===== src/rtl/mips_pkg.sv =====
// rtl/mips_pkg.sv - shared types and constants for the memory port arbiter
// Contents:
//    state_t     : arbiter FSM states (IDLE, BUSY, ACK)
//    gnt_t       : requester grant encoding (GNT_IF, GNT_DM)
//    MEM_LAT_DEF : default memory latency in cycles
package mips_pkg;

   typedef enum logic [1:0] {
      ST_IDLE = 2'd0,
      ST_BUSY = 2'd1,
      ST_ACK  = 2'd2
   } state_t;

   typedef enum logic {
      GNT_IF = 1'b0,
      GNT_DM = 1'b1
   } gnt_t;

   localparam int MEM_LAT_DEF = 2;

endpackage


===== src/rtl/mem_lat_counter.sv =====
// rtl/mem_lat_counter.sv - 4-bit load/decrement latency counter with zero flag
// Ports:
//    clk    : clock, rising edge
//    rst    : asynchronous active-high reset (counter to 0)
//    load_i : load MEM_LAT-1
//    dec_i  : decrement by one, saturating at 0
//    zero_o : counter equals 0
module mem_lat_counter #(
   parameter int MEM_LAT = 2
) (
   input  logic clk,
   input  logic rst,
   input  logic load_i,
   input  logic dec_i,
   output logic zero_o
);

   localparam logic [3:0] LOAD_VAL = 4'(MEM_LAT - 1);

   logic [3:0] cnt_q;
   logic [3:0] cnt_d;

   always_comb begin
      cnt_d = cnt_q;
      if (load_i) begin
         cnt_d = LOAD_VAL;
      end else if (dec_i && (cnt_q != 4'd0)) begin
         cnt_d = cnt_q - 4'd1;
      end
   end

   always_ff @(posedge clk or posedge rst) begin
      if (rst) begin
         cnt_q <= 4'd0;
      end else begin
         cnt_q <= cnt_d;
      end
   end

   assign zero_o = (cnt_q == 4'd0);

endmodule


===== src/rtl/mem_port_arbiter.sv =====
// rtl/mem_port_arbiter.sv - arbitrates instruction fetch and data ports onto one memory
// Ports:
//    clk, rst                          : clock, asynchronous active-high reset
//    if_req, if_addr                   : fetch request (held until if_ack) and address
//    if_rdata, if_ack                  : fetched word, one-cycle completion pulse
//    dm_req, dm_we, dm_addr, dm_wdata  : data request (held until dm_ack), store flag, address, store data
//    dm_rdata, dm_ack                  : load data, one-cycle completion pulse
//    mem_en, mem_we, mem_addr,
//    mem_wdata, mem_rdata              : shared memory port
//    stall                             : pipeline freeze while any request is outstanding
module mem_port_arbiter
   import mips_pkg::*;
#(
   parameter int MEM_LAT = MEM_LAT_DEF
) (
   input  logic        clk,
   input  logic        rst,
   input  logic        if_req,
   input  logic [31:0] if_addr,
   output logic [31:0] if_rdata,
   output logic        if_ack,
   input  logic        dm_req,
   input  logic        dm_we,
   input  logic [31:0] dm_addr,
   input  logic [31:0] dm_wdata,
   output logic [31:0] dm_rdata,
   output logic        dm_ack,
   output logic        mem_en,
   output logic        mem_we,
   output logic [31:0] mem_addr,
   output logic [31:0] mem_wdata,
   input  logic [31:0] mem_rdata,
   output logic        stall
);

   state_t      state_q, state_d;
   gnt_t        gnt_q, gnt_d;
   gnt_t        last_grant_q, last_grant_d;
   logic [31:0] addr_q, addr_d;
   logic [31:0] wdata_q, wdata_d;
   logic        we_q, we_d;
   logic [31:0] if_rdata_q, if_rdata_d;
   logic [31:0] dm_rdata_q, dm_rdata_d;
   logic        cnt_load;
   logic        cnt_dec;
   logic        cnt_zero;
   gnt_t        sel;

   mem_lat_counter #(
      .MEM_LAT (MEM_LAT)
   ) u_lat_cnt (
      .clk    (clk),
      .rst    (rst),
      .load_i (cnt_load),
      .dec_i  (cnt_dec),
      .zero_o (cnt_zero)
   );

   always_comb begin
      state_d      = state_q;
      gnt_d        = gnt_q;
      last_grant_d = last_grant_q;
      addr_d       = addr_q;
      wdata_d      = wdata_q;
      we_d         = we_q;
      if_rdata_d   = if_rdata_q;
      dm_rdata_d   = dm_rdata_q;
      cnt_load     = 1'b0;
      cnt_dec      = 1'b0;
      sel          = GNT_IF;

      case (state_q)
         ST_IDLE: begin
            if (if_req || dm_req) begin
               // Contention goes to whoever was not served last.
               if (if_req && dm_req) begin
                  sel = (last_grant_q == GNT_IF) ? GNT_DM : GNT_IF;
               end else begin
                  sel = dm_req ? GNT_DM : GNT_IF;
               end
               gnt_d        = sel;
               last_grant_d = sel;
               if (sel == GNT_DM) begin
                  addr_d  = dm_addr;
                  we_d    = dm_we;
                  wdata_d = dm_wdata;
               end else begin
                  addr_d  = if_addr;
                  we_d    = 1'b0;
                  wdata_d = 32'd0;
               end
               cnt_load = 1'b1;
               state_d  = ST_BUSY;
            end
         end
         ST_BUSY: begin
            if (cnt_zero) begin
               // Final latency cycle: memory data is valid now.
               if (!we_q) begin
                  if (gnt_q == GNT_DM) begin
                     dm_rdata_d = mem_rdata;
                  end else begin
                     if_rdata_d = mem_rdata;
                  end
               end
               state_d = ST_ACK;
            end else begin
               cnt_dec = 1'b1;
            end
         end
         ST_ACK: begin
            state_d = ST_IDLE;
         end
         default: begin
            state_d = ST_IDLE;
         end
      endcase
   end

   always_ff @(posedge clk or posedge rst) begin
      if (rst) begin
         state_q      <= ST_IDLE;
         gnt_q        <= GNT_IF;
         last_grant_q <= GNT_IF;
         addr_q       <= 32'd0;
         wdata_q      <= 32'd0;
         we_q         <= 1'b0;
         if_rdata_q   <= 32'd0;
         dm_rdata_q   <= 32'd0;
      end else begin
         state_q      <= state_d;
         gnt_q        <= gnt_d;
         last_grant_q <= last_grant_d;
         addr_q       <= addr_d;
         wdata_q      <= wdata_d;
         we_q         <= we_d;
         if_rdata_q   <= if_rdata_d;
         dm_rdata_q   <= dm_rdata_d;
      end
   end

   // Memory-side outputs are gated by state so they read 0 outside BUSY.
   assign mem_en    = (state_q == ST_BUSY);
   assign mem_we    = mem_en & we_q;
   assign mem_addr  = mem_en ? addr_q  : 32'd0;
   assign mem_wdata = mem_en ? wdata_q : 32'd0;

   assign if_ack    = (state_q == ST_ACK) && (gnt_q == GNT_IF);
   assign dm_ack    = (state_q == ST_ACK) && (gnt_q == GNT_DM);
   assign if_rdata  = if_rdata_q;
   assign dm_rdata  = dm_rdata_q;

   assign stall     = (if_req & ~if_ack) | (dm_req & ~dm_ack);

endmodule


===== config.mk =====
export PLATFORM = sky130hd
export DESIGN_NAME = mem_port_arbiter
export DESIGN_NICKNAME = d
export VERILOG_FILES = /design/src/rtl/mips_pkg.sv /design/src/rtl/mem_lat_counter.sv /design/src/rtl/mem_port_arbiter.sv
export SDC_FILE = /design/constraint.sdc
export NUM_CORES = 1
export LEC_CHECK = 0
export CAP_MARGIN = 20
export CORE_AREA = 2 2 95 165
export CTS_CLUSTER_DIAMETER = 80
export CTS_CLUSTER_SIZE = 8
export DETAILED_ROUTE_END_ITERATION = 8
export DIE_AREA = 0 0 97 167
export GPL_TIMING_DRIVEN = 0
export PLACE_DENSITY = 0.78
export SYNTH_ARGS = -nofsm -noshare
export SYNTH_HDL_FRONTEND = slang
export SYNTH_SLANG_ARGS = --single-unit

===== constraint.sdc =====
create_clock -name clk -period 4.8 [get_ports clk]
set_clock_uncertainty 0.15 [all_clocks]
set_input_delay 0.72 -clock clk [delete_from_list [all_inputs] [get_ports clk]]
set_output_delay 0.72 -clock clk [all_outputs]
set_load 0.005 [all_outputs]

======== After elaboration in Yosys (flattened, before gate mapping) ========
Cells that the tools add are included.
operators by class
  add/subtract/negate cells ............... 1
  equality and inequality tests ........... 4
  multiplexer cells ....................... 19
  bitwise operators ....................... 8
  reductions and logical operators ........ 13
operator list
  operator                                                                 number
  32-bit 2-to-1 mux                                                        4
  1-bit 2-to-1 mux                                                         10
  4-bit 2-to-1 mux                                                         2
  4-bit AND reduction                                                      2
  1-bit logical AND                                                        4
  4-bit logical NOT                                                        1
  2-bit 2-to-1 mux                                                         2
  1-bit NOT                                                                4
  2-bit case mux with 2 select lines                                       1
  2-bit AND reduction                                                      2
  4-bit nonzero test                                                       1
  4-bit by 1-bit subtractor with 4-bit output, second input constant       1
  1-bit AND                                                                3
  2-bit by 1-bit equality test with 1-bit output, second input constant    1
  2-bit equality test, second input constant                               1
  2-bit logical NOT                                                        1
  2-bit by 1-bit inequality test with 1-bit output, second input constant  1
  2-bit inequality test, second input constant                             1
  2-bit nonzero test                                                       1
  1-bit logical OR                                                         1
  1-bit OR                                                                 1
storage, ports and cells
  register bits after elaboration ......... 136
  input bits .............................. 133
  output and inout port bits .............. 133
  logic and storage cells ................. 53

======== Depth between registers and ports, before layout ========
Gate-level depths: netlist (run 1).
  depth after elaboration ................. 6
  depth in mapped cells ................... 7
  mapped depth without buffers ............ 5

======== Modules after synthesis ========
From an unflattened synthesis (run 1), not the netlist that was laid out.
unflattened totals
  cell total of the unflattened synthesis .. 427
  area total of the unflattened synthesis .. 6105.9 sq um
modules (own cells, without submodules)
  module            instances  cells each  area each (sq um)  seq. area each (sq um)
  mem_port_arbiter  1          403         5864.4             3303.2
  mem_lat_counter   1          24          241.5              100.1

======== Worst setup path after synthesis (run 1) ========
Ideal clock, no wire load.
  path kind ............................... flip-flop to flip-flop
  start ................................... reg u_lat_cnt.cnt_q[0]
  end ..................................... reg if_rdata_q[0] (netlist: if_rdata[0])
  setup time .............................. 0.125 ns
  data arrival time ....................... 2.089 ns
  required time ........................... 4.525 ns
  setup slack ............................. 2.436 ns
  stages on the path, launching flop included .. 8
  buffers on the path ..................... 2
  clock period less this slack ............ 2.364 ns
  cells stage by stage .................... dfrtp_1 -> inv_1 -> ha_1 -> or3b_4 -> or4_4 -> buf_6 -> buf_12 -> mux2_4
on the way
  word-level cells in the longest chain between the ends .. 2
ends and longest elaborated chain
  what                                  line                     text
  start, declared                       mem_lat_counter.sv:20    logic [3:0] cnt_q;
  start signal, assigned                mem_lat_counter.sv:36    cnt_q <= cnt_d;
  4-bit logical NOT                     mem_lat_counter.sv:40    assign zero_o = (cnt_q == 4'd0);
  4-bit AND reduction (no source line)  --
  end signal, assigned                  mem_port_arbiter.sv:137  if_rdata_q <= if_rdata_d;
  end, declared                         mem_port_arbiter.sv:42   logic [31:0] if_rdata_q, if_rdata_d;
No other way between the ends.
A chain may end at the register's enable or synchronous reset.

======== Worst setup path in the final report (run 1) ========
  start ................................... reg state_q[1]
  end ..................................... out mem_addr[25]
on the way
  word-level cells in the longest chain between the ends .. 2
ends and longest elaborated chain
  what                                            line                     text
  start, declared                                 mem_port_arbiter.sv:36   state_t state_q, state_d;
  start signal, assigned                          mem_port_arbiter.sv:131  state_q <= state_d;
  2-bit by 1-bit equality test with 1-bit output  mem_port_arbiter.sv:143  assign mem_en = (state_q == ST_BUSY);
  32-bit 2-to-1 mux                               mem_port_arbiter.sv:145  assign mem_addr = mem_en ? addr_q : 32'd0;
  end, declared                                   mem_port_arbiter.sv:30   output logic [31:0] mem_addr,
No other way between the ends.

==> impl_metrics.yaml, run 1 <==
synth:
  ys.flop_type: "dfrtp_1"
  yosys-top-cells-count: "dfrtp_1 (136), mux2_2 (98), and2_1 (65)"
  ys.warnings.count: 0
  syn_nets: 566
  syn_avg_cell_area_sq_um: 14.14
  synth_top_area_cell: "dfrtp_1"
  yosysMostFrequentCell: "dfrtp_1"
  synthCells: 431
  yosysSeqAreaShare_pct: 55.85
  netlist_area_sq_mm: 0.006093
  synth.area.top_cells: "dfrtp_1 (56%), mux2_2 (18%), mux2_4 (7.4%), and2_1 (6.7%), a22o_1 (4.7%)"
  ys_seq_elements: 136
  synthArstFlopShare_pct: 100.0
  synth.distinct_cells: 34
  synth_edf_count: 0
  netlist.area_leader.share_pct: 55.85
detailed_routing:
  ant_nets: 0
  wl_per_cell_microns: 18.30
  via_count: 4559
  dr.pass1.iters: 4
  wl_mm: 16.69
  vias_per_cell: 4.999
  remaining_drc_errors: 0
  drt_iter0_markers: 122
layout:
  seq_area_sq_mm: 0.003403
  area_growth_pct: 59.03
  nets: 851
  multi_input_area_sq_mm: 0.002486
  n_antenna_cell: 0
  nFillCells: 1089
  drive_above_1_share_pct: 24.14
  utilization_pct: 65.31
global_route:
  grt_overflow: 0
  grtUsageTotal_pct: 20.53
  grt_pass1_vias: 4924
  antenna_found_initial: 0
  grt_pass1_wl_mm: 26.28
  grt_max_degree: 80
timing:
  finalWorstSetupSlack_ns: 1.440
  rsz0062_at_grt: "false"
  fin_crit_ns: 3.360
  slew_violations: 0
  maxSlewHeadroom_pct: 30.78
  finalSetupViolCount: 0
  fmax_mhz: 297.6
  setup_tns_ns: 0
  final_hold_viol_count: 0
  tightest_slew_ns: 1.030
  post-route-period-util_pct: 70.00
floorplan:
  die_w_microns: 97
  die_area_sq_mm: 0.01620
  ioPinCount: 266
  start_util_pct: 41.07
  core.rowCount: 59
  coreArea_sq_mm: 0.01484
  die_h_microns: 167
placement:
  dp_hpwl_mm: 12.79
  place_ws_ns: 1.387
  gp_congestion: 0.8443
  io_buffers: 265
worst_setup_path:
  path_cells: "nand2b_1 > inv_2 > clkbuf_1 > and2_1 > clkdlybuf4s50_1"
  cp_max_fo: 10
  path_class: "flip-flop to output port"
  end_kind: "output port"
  cp-start-kind: "flip-flop"
  critPathMaxStageDelay_ns: 0.54
  slowest_stage: "clkdlybuf4s50_1"
  critPathRequiredTime_ns: 3.93
  critPathArrivalTime_ns: 2.49
pwr:
  peakVddDrop_uv: 339.4
  power_density_mw_per_mm2: 643.8
  power_mw: 6.239
  leakage_nw: 4.171
cts:
  cts_setup_buffers: 0
  hold_buffers: 0
  cts_tree: "built"
  cts_inserted_buffers: 17
  clk_latency_ns: 0.40
  ctsRootBufferMaster: "clkbuf_16"
  h-tree-depth: 4
  cts_sinks: 136
  clk_path_buf_depth: 2
  post_cts_resized: 0
  cts.clk_slew.worst_paths_ns: 0.06
flow_run:
  cap_violations: 0
worst_hold_path:
  holdCritPathClass: "flip-flop to flip-flop"
status:
  status: "complete, no violations"
per-layer routing:
| metal | up-vias | routed length [microns] | track usage, % |
|---|---|---|---|
| met5 | - | 0 | 0 |
| met4 | 0 | 402 | 7.777 |
| met3 | 31 | 835 | 4.952 |
| met2 | 182 | 9360 | 38.38 |
| met1 | 2246 | 6094 | 22.03 |
| li1 | 2100 | - | - |
kinds of logic after synthesis:
| family | Yosys count | share of synthesized area [%] |
|---|---|---|
| buf+inv | 35 | 3.347 |
| fa+ha+maj | 2 | 0.4106 |
| simple gates | 85 | 8.953 |
| flops | 136 | 55.85 |
| compound gates | 45 | 5.935 |
| mux | 128 | 25.50 |
worst paths after layout:
kind	from	endpoint	slack, ns	cells after the start
setup / recovery	state_q[1]$_DFFE_PP0P_	mem_addr[25]	1.44	5
hold / removal	addr_q[30]$_DFFE_PP0P_	addr_q[30]$_DFFE_PP0P_	0.35	1
setup reg to reg	u_lat_cnt.cnt_q[0]$_DFFE_PP0P_	if_rdata[26]$_DFFE_PP0P_	2.26	7
hold reg to reg	addr_q[30]$_DFFE_PP0P_	addr_q[30]$_DFFE_PP0P_	0.35	1
max in group asynchronous	rst	wdata_q[15]$_DFFE_PP0P_	3.14	3
min in group asynchronous	rst	if_rdata[24]$_DFFE_PP0P_	0.59	2
critical path, delay by kind of cell, from the launching register on:
| family | cells | cell delay (ns) |
|---|---|---|
| DFF | 1 | 0.44 |
| and+or+nand+nor | 2 | 0.48 |
| buffers and inverters | 3 | 1.16 |
flip-flops by register name (all words and copies together), names as in the netlist:
name / cells
u_lat_cnt.cnt_q: 4
if_rdata: 32
last_grant_q: 1
we_q: 1
wdata_q: 32
addr_q: 32
dm_rdata: 32
state_q: 2
placed cells by master, fill, tap and decap left out, types with 3 or more instances in the layout:
cell             instances
a21oi_1                  3
a22o_1                  33
and2_1                  65
buf_12                   3
buf_2                    5
bufinv_16                6
clkbuf_1                19
clkbuf_16               17
clkdlybuf4s50_1        265
dfrtp_1                136
inv_1                    5
inv_6                    5
mux2_2                  98
mux2_4                  30
nor2_1                   3
nor3_1                   4
o21ai_0                  4
report_power, final:
| part | switching, mW | internal [mW] | leakage [nW] | total, mW |
|---|---|---|---|---|
| combinational | 0.953 | 1.81 | 2.20 | 2.76 |
| clock | 0.506 | 0.998 | 0.329 | 1.50 |
| sequential | 0.292 | 1.68 | 1.64 | 1.97 |
| total | 1.75 | 4.49 | 4.17 | 6.24 |
through the flow:
stage	instances	hold WS, ns	instance area, sq um
3_3_place_gp	879	0.3299	8975
5_1_grt	912	0.3625	9691
6_report	912	0.3458	9691
2_1_floorplan	431	0.3145	6093
3_5_place_dp	880	0.3355	9007
4_1_cts	912	0.3503	9691
cell type report:
class                      count  share of cell area, %
timing repair buffer         266                  27.66
tap                          183                  2.363
clock inverter                13                  2.479
multi-input combinational    260                  25.66
clock buffer                  19                  4.571
inverter                       7                 0.3228
sequential                   136                  35.12
buffer                        28                  1.833
Note: power is estimated with default switching activity, not from simulation.
==> run 2: changes to the inputs <==
--- a/config.mk
+++ b/config.mk
@@ -6,13 +6,13 @@
 export NUM_CORES = 1
 export LEC_CHECK = 0
 export CAP_MARGIN = 20
-export CORE_AREA = 2 2 95 165
+export CORE_AREA = 2 2 99 173
 export CTS_CLUSTER_DIAMETER = 80
 export CTS_CLUSTER_SIZE = 8
 export DETAILED_ROUTE_END_ITERATION = 8
-export DIE_AREA = 0 0 97 167
+export DIE_AREA = 0 0 101 175
 export GPL_TIMING_DRIVEN = 0
-export PLACE_DENSITY = 0.78
+export PLACE_DENSITY = 0.75
 export SYNTH_ARGS = -nofsm -noshare
 export SYNTH_HDL_FRONTEND = slang
 export SYNTH_SLANG_ARGS = --single-unit
==> constraint.sdc (replaced) <==
create_clock -name clk -period 2.7 [get_ports clk]
set_clock_uncertainty 0.15 [all_clocks]
set_input_delay 0.405 -clock clk [delete_from_list [all_inputs] [get_ports clk]]
set_output_delay 0.405 -clock clk [all_outputs]
set_load 0.005 [all_outputs]
==> run 2 against run 1 <==
- sequential cell count unchanged
- largest cell class unchanged
- register-to-register slack worse by 2.1 ns
- setup slack worse by 1.3 ns
- count of clock-buffer cells in the layout unchanged
- combinational power up 83%
- sequential power up 78%
- power up 75%
- final cell count up 1.2%
- first-iteration DRC count down 9.8%
- die area up 9.1%
- highest routed layer unchanged
==> impl_metrics.yaml, run 2 (synthesis results as in run 1) <==
status:
  status: "complete, no violations"
worst_hold_path:
  holdCritPathClass: "input pin to asynchronous set/reset pin"
pwr:
  power_density_mw_per_mm2: 1126
  leakage_nw: 4.171
  peakVddDrop_uv: 520.2
worst_setup_path:
  reg2reg_slack_ns: 0.15
  critPathArrivalTime_ns: 2.04
  end_kind: "output port"
  path_class: "flip-flop to output port"
  critPathRequiredTime_ns: 2.14
  cp-start-kind: "flip-flop"
  cp_max_fo: 10
placement:
  gp_congestion: 0.8301
  place_ws_ns: -0.6132
  dp_hpwl_mm: 13.26
  io_buffers: 265
cts:
  hold_buffers: 0
  cts_tree: "built"
  clk_latency_ns: 0.40
  ctsRootBufferMaster: "clkbuf_16"
  clk_path_buf_depth: 2
  cts_sinks: 136
  cts_inserted_buffers: 17
  cts_setup_buffers: 0
  h-tree-depth: 4
  cts.clk_slew.worst_paths_ns: 0.06
timing:
  final_hold_viol_count: 0
  rsz0062_at_grt: "false"
  tightest_slew_ns: 0.8968
  whs_ns: 0.2034
  finalSetupViolCount: 0
  slew_violations: 0
  finalWorstSetupSlack_ns: 0.1049
  post-route-period-util_pct: 96.12
  fmax_mhz: 385.3
  maxSlewHeadroom_pct: 39.75
  fin_crit_ns: 2.595
floorplan:
  die_area_sq_mm: 0.01768
  die_w_microns: 101
  coreArea_sq_mm: 0.01629
  start_util_pct: 37.40
  core.rowCount: 62
  ioPinCount: 266
  die_h_microns: 175
detailed_routing:
  wl_mm: 17.31
  drt_iter0_markers: 110
  dr.pass1.iters: 4
  via_count: 4537
  remaining_drc_errors: 0
  ant_nets: 0
  wl_per_cell_microns: 18.76
  vias_per_cell: 4.915
global_route:
  grt_max_degree: 44
  grt_pass1_vias: 5126
  antenna_found_initial: 0
  grt_pass1_wl_mm: 27.52
  grt_overflow: 0
  grtUsageTotal_pct: 20.03
layout:
  drive_above_1_share_pct: 25.85
  final_common_cell: "clkdlybuf4s50_1"
  layout_common_cells: "clkdlybuf4s50_1 (265), dfrtp_1 (135), mux2_2 (98), and2_1 (65), a22o_1 (33)"
  area_growth_pct: 59.40
  nets: 853
  nFillCells: 1299
  n_antenna_cell: 0
flow_run:
  cap_violations: 0
run 2: cell count changes in the layout (fill, tap and decap cells not counted), sizes merged:
| cell | change |
|---|---|
| clkinv | -1 |
| buf | +6 |
| clkbuf | -4 |
| inv | +1 |
| clkinvlp | +4 |
| bufinv | -4 |
run 2: report_power, final:
| group | total [mW] | internal, mW | switching (mW) | leakage (nW) |
|---|---|---|---|---|
| registers | 3.50 | 2.99 | 0.508 | 1.64 |
| clock network | 2.39 | 1.44 | 0.958 | 0.287 |
| logic | 5.04 | 3.30 | 1.74 | 2.24 |
| total | 10.9 | 7.73 | 3.21 | 4.17 |
run 2: worst max-delay path, stage by stage (launching register included):
cell and delay [ns]:
dfrtp_2 0.45, nand2b_4 0.20, inv_4 0.12, clkbuf_4 0.19
and2_1 0.17, clkdlybuf4s50_1 0.51
run 2: path summary, 6_finish.rpt:
kind | from | to | cells past startpoint
worst max-delay path | state_q[1]$_DFFE_PP0P_ | mem_wdata[3] | 5
worst min-delay path | rst | if_rdata[24]$_DFFE_PP0P_ | 2
worst max register to register | u_lat_cnt.cnt_q[0]$_DFFE_PP0P_ | if_rdata[7]$_DFFE_PP0P_ | 7
worst min register to register | wdata_q[29]$_DFFE_PP0P_ | wdata_q[29]$_DFFE_PP0P_ | 1
max in group asynchronous | rst | state_q[1]$_DFFE_PP0P_ | 4
min in group clk | wdata_q[29]$_DFFE_PP0P_ | wdata_q[29]$_DFFE_PP0P_ | 1
run 2: timing repair:
item | CTS | global route
pin swaps | 0 | 0
resized for setup | 18 | 8
setup endpoints to repair | 96 | 21
run 2: per-layer routing:
layer	vias to the layer above	track usage (%)	routed length, microns
met5	-	0	0
met4	0	6.588	378
met3	23	4.240	863
met2	158	37.72	9719
met1	2264	21.71	6349
li1	2092	-	-
run 2: layout make-up:
cell class / count / area, sq um / area share [%]
tap: 192 / 240.2 / 2.473
clock buffer: 19 / 452.9 / 4.663
timing repair buffer: 268 / 2713 / 27.93
sequential: 136 / 3405 / 35.05
multi-input combinational: 260 / 2506 / 25.80
clock inverter: 13 / 156.4 / 1.610
inverter: 7 / 32.53 / 0.3349
buffer: 28 / 207.7 / 2.138
run 2: through the flow:
| stage | TNS, ns | power [mW] | utilization (%) | area [sq um] | std cells |
|---|---|---|---|---|---|
| after global placement | -127.66 | 8.329 | 55.18 | 8990 | 888 |
| after detailed placement | -28.99 | 8.523 | 55.55 | 9050 | 891 |
| final | 0 | 10.94 | 59.62 | 9713 | 923 |
| after global routing | 0 | 11.59 | 59.62 | 9713 | 923 |
| after floorplan | 0 | 5.729 | - | 6097 | 431 |
| after CTS | 0 | 11.06 | 59.59 | 9708 | 923 |
